File: config.mk
export PLATFORM = sky130hd
export DESIGN_NAME = mem_port_arbiter_flat
export DESIGN_NICKNAME = d
export VERILOG_FILES = /design/src/rtl/mem_port_arbiter_if.sv /design/src/rtl/mem_port_arbiter.sv /design/src/flat_wrapper.sv
export SDC_FILE = /design/constraint.sdc
export NUM_CORES = 1
export LEC_CHECK = 0
export ABC_AREA = 1
export CORE_UTILIZATION = 41
export DETAILED_ROUTE_END_ITERATION = 16
export PLACE_DENSITY = 0.8
export SLEW_MARGIN = 5
export SYNTH_ARGS = -nofsm -noshare
export SYNTH_HDL_FRONTEND = slang
export SYNTH_SLANG_ARGS = --single-unit
File: constraint.sdc
create_clock -name clock -period 1.7 [get_ports clock]
set_input_delay 0.34 -clock clock [delete_from_list [all_inputs] [get_ports clock]]
set_output_delay 0.34 -clock clock [all_outputs]
set_load 0.005 [all_outputs]
File: src/rtl/mem_port_arbiter_if.sv
// rtl/mem_port_arbiter_if.sv - fetch, load/store and memory-port signals of the shared port arbiter
interface mem_port_arbiter_if #(
  parameter int ADDR_W = 32,
  parameter int DATA_W = 32
);
  logic              i_req;
  logic [ADDR_W-1:0] i_addr;
  logic              i_gnt;
  logic              i_rvalid;
  logic [DATA_W-1:0] i_rdata;

  logic              d_req;
  logic              d_we;
  logic [ADDR_W-1:0] d_addr;
  logic [DATA_W-1:0] d_wdata;
  logic [2:0]        d_funct3;
  logic              d_gnt;
  logic              d_rvalid;
  logic [DATA_W-1:0] d_rdata;

  logic              m_req;
  logic              m_we;
  logic [ADDR_W-1:0] m_addr;
  logic [DATA_W-1:0] m_wdata;
  logic [2:0]        m_funct3;
  logic              m_ack;
  logic [DATA_W-1:0] m_rdata;

  // master: the arbiter itself; slave: the requesters and memory around it
  modport master (
    input  i_req, i_addr, d_req, d_we, d_addr, d_wdata, d_funct3, m_ack, m_rdata,
    output i_gnt, i_rvalid, i_rdata, d_gnt, d_rvalid, d_rdata,
    output m_req, m_we, m_addr, m_wdata, m_funct3
  );

  modport slave (
    output i_req, i_addr, d_req, d_we, d_addr, d_wdata, d_funct3, m_ack, m_rdata,
    input  i_gnt, i_rvalid, i_rdata, d_gnt, d_rvalid, d_rdata,
    input  m_req, m_we, m_addr, m_wdata, m_funct3
  );
endinterface

File: src/rtl/mem_port_arbiter.sv
// rtl/mem_port_arbiter.sv - serialises fetch and load/store onto one memory port, data first with a fetch anti-starvation streak limit
module mem_port_arbiter #(
  parameter int ADDR_W       = 32,
  parameter int DATA_W       = 32,
  parameter int MAX_D_STREAK = 4
) (
  input  logic                clock,
  input  logic                reset_n,
  mem_port_arbiter_if.master  bus
);
  typedef enum logic {IDLE, BUSY} state_t;

  localparam logic [3:0] STREAK_MAX = 4'(MAX_D_STREAK);

  state_t            r_state;
  logic              r_owner;
  logic [3:0]        r_d_streak;
  logic              r_m_req;
  logic              r_m_we;
  logic [ADDR_W-1:0] r_m_addr;
  logic [DATA_W-1:0] r_m_wdata;
  logic [2:0]        r_m_funct3;
  logic              r_i_rvalid;
  logic              r_d_rvalid;
  logic [DATA_W-1:0] r_i_rdata;
  logic [DATA_W-1:0] r_d_rdata;

  logic w_idle;
  logic w_d_win;
  logic w_i_win;

  // Fetch only overtakes a pending data request once the streak limit is hit
  assign w_idle  = (r_state == IDLE);
  assign w_d_win = w_idle && bus.d_req && !(bus.i_req && (r_d_streak == STREAK_MAX));
  assign w_i_win = w_idle && bus.i_req && !w_d_win;

  always_ff @(posedge clock or negedge reset_n) begin
    if (!reset_n) begin
      r_state    <= IDLE;
      r_owner    <= 1'b0;
      r_d_streak <= 4'd0;
      r_m_req    <= 1'b0;
      r_m_we     <= 1'b0;
      r_m_addr   <= '0;
      r_m_wdata  <= '0;
      r_m_funct3 <= 3'b000;
      r_i_rvalid <= 1'b0;
      r_d_rvalid <= 1'b0;
      r_i_rdata  <= '0;
      r_d_rdata  <= '0;
    end else begin
      r_i_rvalid <= 1'b0;
      r_d_rvalid <= 1'b0;
      case (r_state)
        IDLE: begin
          if (w_d_win) begin
            r_state    <= BUSY;
            r_owner    <= 1'b1;
            r_m_req    <= 1'b1;
            r_m_we     <= bus.d_we;
            r_m_addr   <= bus.d_addr;
            r_m_wdata  <= bus.d_wdata;
            r_m_funct3 <= bus.d_funct3;
            if (!bus.i_req)
              r_d_streak <= 4'd0;
            else if (r_d_streak != STREAK_MAX)
              r_d_streak <= r_d_streak + 4'd1;
          end else if (w_i_win) begin
            r_state    <= BUSY;
            r_owner    <= 1'b0;
            r_m_req    <= 1'b1;
            r_m_we     <= 1'b0;
            r_m_addr   <= bus.i_addr;
            r_m_wdata  <= '0;
            r_m_funct3 <= 3'b010;
            r_d_streak <= 4'd0;
          end
        end
        BUSY: begin
          if (bus.m_ack) begin
            r_state <= IDLE;
            r_m_req <= 1'b0;
            if (r_owner) begin
              r_d_rvalid <= 1'b1;
              if (!r_m_we)
                r_d_rdata <= bus.m_rdata;
            end else begin
              r_i_rvalid <= 1'b1;
              r_i_rdata  <= bus.m_rdata;
            end
          end
        end
        default: r_state <= IDLE;
      endcase
    end
  end

  assign bus.i_gnt    = w_i_win;
  assign bus.d_gnt    = w_d_win;
  assign bus.i_rvalid = r_i_rvalid;
  assign bus.d_rvalid = r_d_rvalid;
  assign bus.i_rdata  = r_i_rdata;
  assign bus.d_rdata  = r_d_rdata;
  assign bus.m_req    = r_m_req;
  assign bus.m_we     = r_m_we;
  assign bus.m_addr   = r_m_addr;
  assign bus.m_wdata  = r_m_wdata;
  assign bus.m_funct3 = r_m_funct3;
endmodule

File: src/flat_wrapper.sv
// flat-port wrapper written by rule: the top's interface ports become plain ports
module mem_port_arbiter_flat 
#(
  parameter int ADDR_W       = 32,
  parameter int DATA_W       = 32,
  parameter int MAX_D_STREAK = 4
)
  (clock, reset_n, bus_i_req, bus_i_addr, bus_d_req, bus_d_we, bus_d_addr, bus_d_wdata, bus_d_funct3, bus_m_ack, bus_m_rdata, bus_i_gnt, bus_i_rvalid, bus_i_rdata, bus_d_gnt, bus_d_rvalid, bus_d_rdata, bus_m_req, bus_m_we, bus_m_addr, bus_m_wdata, bus_m_funct3);
  mem_port_arbiter_if #(.ADDR_W(ADDR_W), .DATA_W(DATA_W)) bus_i ();
  input  logic clock;
  input  logic reset_n;
  input wire logic [$bits(bus_i.i_req)-1:0] bus_i_req;
  input wire logic [$bits(bus_i.i_addr)-1:0] bus_i_addr;
  input wire logic [$bits(bus_i.d_req)-1:0] bus_d_req;
  input wire logic [$bits(bus_i.d_we)-1:0] bus_d_we;
  input wire logic [$bits(bus_i.d_addr)-1:0] bus_d_addr;
  input wire logic [$bits(bus_i.d_wdata)-1:0] bus_d_wdata;
  input wire logic [$bits(bus_i.d_funct3)-1:0] bus_d_funct3;
  input wire logic [$bits(bus_i.m_ack)-1:0] bus_m_ack;
  input wire logic [$bits(bus_i.m_rdata)-1:0] bus_m_rdata;
  output wire logic [$bits(bus_i.i_gnt)-1:0] bus_i_gnt;
  output wire logic [$bits(bus_i.i_rvalid)-1:0] bus_i_rvalid;
  output wire logic [$bits(bus_i.i_rdata)-1:0] bus_i_rdata;
  output wire logic [$bits(bus_i.d_gnt)-1:0] bus_d_gnt;
  output wire logic [$bits(bus_i.d_rvalid)-1:0] bus_d_rvalid;
  output wire logic [$bits(bus_i.d_rdata)-1:0] bus_d_rdata;
  output wire logic [$bits(bus_i.m_req)-1:0] bus_m_req;
  output wire logic [$bits(bus_i.m_we)-1:0] bus_m_we;
  output wire logic [$bits(bus_i.m_addr)-1:0] bus_m_addr;
  output wire logic [$bits(bus_i.m_wdata)-1:0] bus_m_wdata;
  output wire logic [$bits(bus_i.m_funct3)-1:0] bus_m_funct3;
  assign bus_i.i_req = bus_i_req;
  assign bus_i.i_addr = bus_i_addr;
  assign bus_i.d_req = bus_d_req;
  assign bus_i.d_we = bus_d_we;
  assign bus_i.d_addr = bus_d_addr;
  assign bus_i.d_wdata = bus_d_wdata;
  assign bus_i.d_funct3 = bus_d_funct3;
  assign bus_i.m_ack = bus_m_ack;
  assign bus_i.m_rdata = bus_m_rdata;
  assign bus_i_gnt = bus_i.i_gnt;
  assign bus_i_rvalid = bus_i.i_rvalid;
  assign bus_i_rdata = bus_i.i_rdata;
  assign bus_d_gnt = bus_i.d_gnt;
  assign bus_d_rvalid = bus_i.d_rvalid;
  assign bus_d_rdata = bus_i.d_rdata;
  assign bus_m_req = bus_i.m_req;
  assign bus_m_we = bus_i.m_we;
  assign bus_m_addr = bus_i.m_addr;
  assign bus_m_wdata = bus_i.m_wdata;
  assign bus_m_funct3 = bus_i.m_funct3;
  mem_port_arbiter #(.ADDR_W(ADDR_W), .DATA_W(DATA_W), .MAX_D_STREAK(MAX_D_STREAK)) u_core (.clock(clock), .reset_n(reset_n), .bus(bus_i));
endmodule
==> flow_metrics.py <==
metrics = {
    "outcome": {
        "status": "finished, violations left",
        "violations": "negative setup slack",
    },
    "min_path": {
        "hp-class": "input pin to async pin",
    },
    "grt": {
        "grt_pass1_vias": 5385,
        "grt_pass1_wl_mm": 26.2,
        "globalRouteOverflowTotal": 0,
        "grt.total_usage": 0.230,
        "grt_max_degree": 65,
        "antenna_found_initial": 0,
    },
    "worst_setup_path": {
        "crit_required_ps": 1360,
        "start_kind": "register",
        "end_kind": "output pin",
        "arrival_ps": 1510,
        "cp_max_fo": 5,
        "path_class": "register to output pin",
    },
    "routing": {
        "drc": 0,
        "route.antenna.remaining_nets": 0,
        "via_per_inst": 4.67,
        "vias": 5451,
        "wl_mm": 16.5,
        "first_pass_iters": 4,
        "wire_per_inst_um": 14.1,
        "dr.first_iter.drc_count": 313,
    },
    "power": {
        "p_per_area_nw_per_um2": 1530,
        "leakage_nw": 4.68,
        "peakVddDrop_mv": 0.792,
    },
    "sta": {
        "rsz0062_at_grt": "yes",
        "finalHoldViolations": 0,
        "finalCritPeriodShare": 1.09,
        "max_slew_margin": 0.725,
        "skew_ps": 7.04,
        "worst_slack_ps": -152,
        "fmax_ghz": 0.540,
        "drv_slew": 0,
        "worst_slew_pin_slew_ps": 413,
        "setup_viol": 2,
        "period_minus_slack_ps": 1850,
    },
    "floorplanning": {
        "die_w_um": 122,
        "pin_count": 274,
        "dieArea_um2": 14800,
        "start_util": 0.421,
        "row_count": 43,
        "die-height_um": 122,
        "core-area_um2": 13900,
    },
    "final_layout": {
        "final_cells": 1166,
        "final_cell_mix": "clkdlybuf4s50_1 (267), nand2_1 (250), dfrtp_1 (141)",
        "diodes": 0,
        "syn_to_final_growth_pct": 62.3,
        "layout-drive-gt1-share": 0.0801,
        "final_common_cell": "clkdlybuf4s50_1",
        "design_area_um2": 9520,
        "postLayoutCoreUtil": 0.683,
        "nNetsFinal": 1112,
    },
    "clock_network": {
        "clock_path_buffers": 2,
        "cts-root-buf": "clkbuf_16",
        "path_clk_slew_ps": 60,
        "cts_buffers": 17,
        "htree_levels": 4,
        "clk_latency_ps": 420,
        "cts_tree": "done",
        "cts.sinks": 141,
    },
    "placed_design": {
        "place_area_um2": 8880,
        "gp_congestion": 0.808,
        "post-place-cells": 1130,
        "dp.final_hpwl_mm": 11.6,
        "io_buffers": 273,
    },
    "synthesis": {
        "yosysTopAreaCell": "dfrtp_1",
        "yosys.cell_types.count": 19,
        "syn-mean-instance-area_um2": 8.52,
        "synthCells": 688,
        "yosysSeqAreaShare": 0.602,
        "ys_seq_elements": 141,
        "synth_area_leaders": "dfrtp_1 (60%), nand2_1 (16%), nand3_1 (5.7%)",
        "syn_nets": 827,
        "yosysWarnings": 0,
        "netlist_area_um2": 5860,
        "synth_top_area_frac": 0.602,
    },
    "job": {
        "max-cap-violations": 0,
    },
}
==> what timing repair did <==
| item | CTS | global route |
|---|---|---|
| hold buffers | 1 | 0 |
| setup buffers | 2 | 1 |
| gates resized for setup | 11 | 8 |
| endpoints found under the hold margin | 38 | 0 |
| pin swaps | 1 | 3 |
| setup endpoints to repair | 3 | 5 |
==> final cells by class <==
class	count	area (um^2)
repair buffers	302	3000
well taps	180	225
clock buffers	20	457
clock inverters	12	133
multi-input cells	432	1870
inverters	79	302
flip-flops and latches	141	3530
fillers	1092	4420
==> sequential cells by signal, summed over array words and instances, names as in the netlist <==
name,count
u_core.bus.m_we,1
u_core.bus.i_rdata,32
u_core.bus.d_rdata,32
u_core.r_owner,1
u_core.r_state,1
u_core.bus.i_rvalid,1
u_core.bus.m_addr,32
u_core.bus.m_wdata,32
u_core.r_d_streak,4
u_core.bus.d_rvalid,1
u_core.bus.m_req,1
u_core.bus.m_funct3,3
==> metrics by stage <==
stage | setup WS, ps | hold WS (ps) | total power [W] | setup TNS, ps
finish | -152 | 404 | 0.0145 | -214
global route | -222 | 445 | 0.0154 | -350
CTS | -191 | 408 | 0.0146 | -310
detailed placement | -385 | 287 | 0.0109 | -5890
global placement | -384 | 290 | 0.0107 | -5410
floorplan | 105 | 44.4 | 0.00721 | 0
==> cell usage after synthesis <==
cell type / number
nand2_1: 252
nand3_1: 67
clkbuf_1: 5
dfrtp_1: 141
nand3b_1: 1
nor2_4: 1
o21ai_0: 3
buf_6: 3
nor2_2: 1
ha_1: 2
inv_2: 4
inv_1: 75
nor2_1: 34
nand2_2: 3
xnor2_1: 1
nand2_4: 1
o21ai_1: 65
nand4_1: 1
buf_2: 28
==> per-layer routing <==
layer  global-route usage  up-vias  part of all wire
met4                0.116        0             0.031
li1                     -     2693                 -
met1                0.271     2527              0.40
met5                    0        -                 0
met3               0.0604       38             0.064
met2                0.388      193              0.51
==> cell families after synthesis <==
group / share of synthesized area
XOR/XNOR: 0.00149
AND/OR/NAND/NOR: 0.251
AO/OA/AOI/OAI: 0.0581
adder cells (fa/ha/maj): 0.00427
flip-flops: 0.602
buffers and inverters: 0.0835
==> worst paths after layout <==
check                                       from                endpoint  slack, ps  cells after the start
setup / recovery            u_core.r_d_streak[1]               bus_i_gnt       -150                      9
hold / removal                           reset_n  u_core.bus.i_rdata[26]        400                      2
setup reg to reg            u_core.r_d_streak[1]  u_core.bus.m_funct3[1]        150                     10
hold reg to reg            u_core.bus.m_wdata[1]   u_core.bus.m_wdata[1]        480                      2
max in group asynchronous                reset_n   u_core.bus.m_addr[30]        740                      3
min in group clock               bus_d_wdata[24]  u_core.bus.m_wdata[24]        450                      3
==> worst max-delay path, cell delays in order (launching register included) <==
cell and delay, ps:
dfrtp_1 390, inv_2 70, ha_4 130, nand2_2 50
inv_2 50, nand2_2 60, nand2_4 80, inv_6 40
nor2_1 90, buf_2 120
==> power by group <==
| group | switching (W) | total (W) | internal (W) |
|---|---|---|---|
| registers | 0.000727 | 0.00541 | 0.00469 |
| clock network | 0.00142 | 0.00367 | 0.00225 |
| logic | 0.00217 | 0.00543 | 0.00326 |
Power figures use the tool's default switching activity.
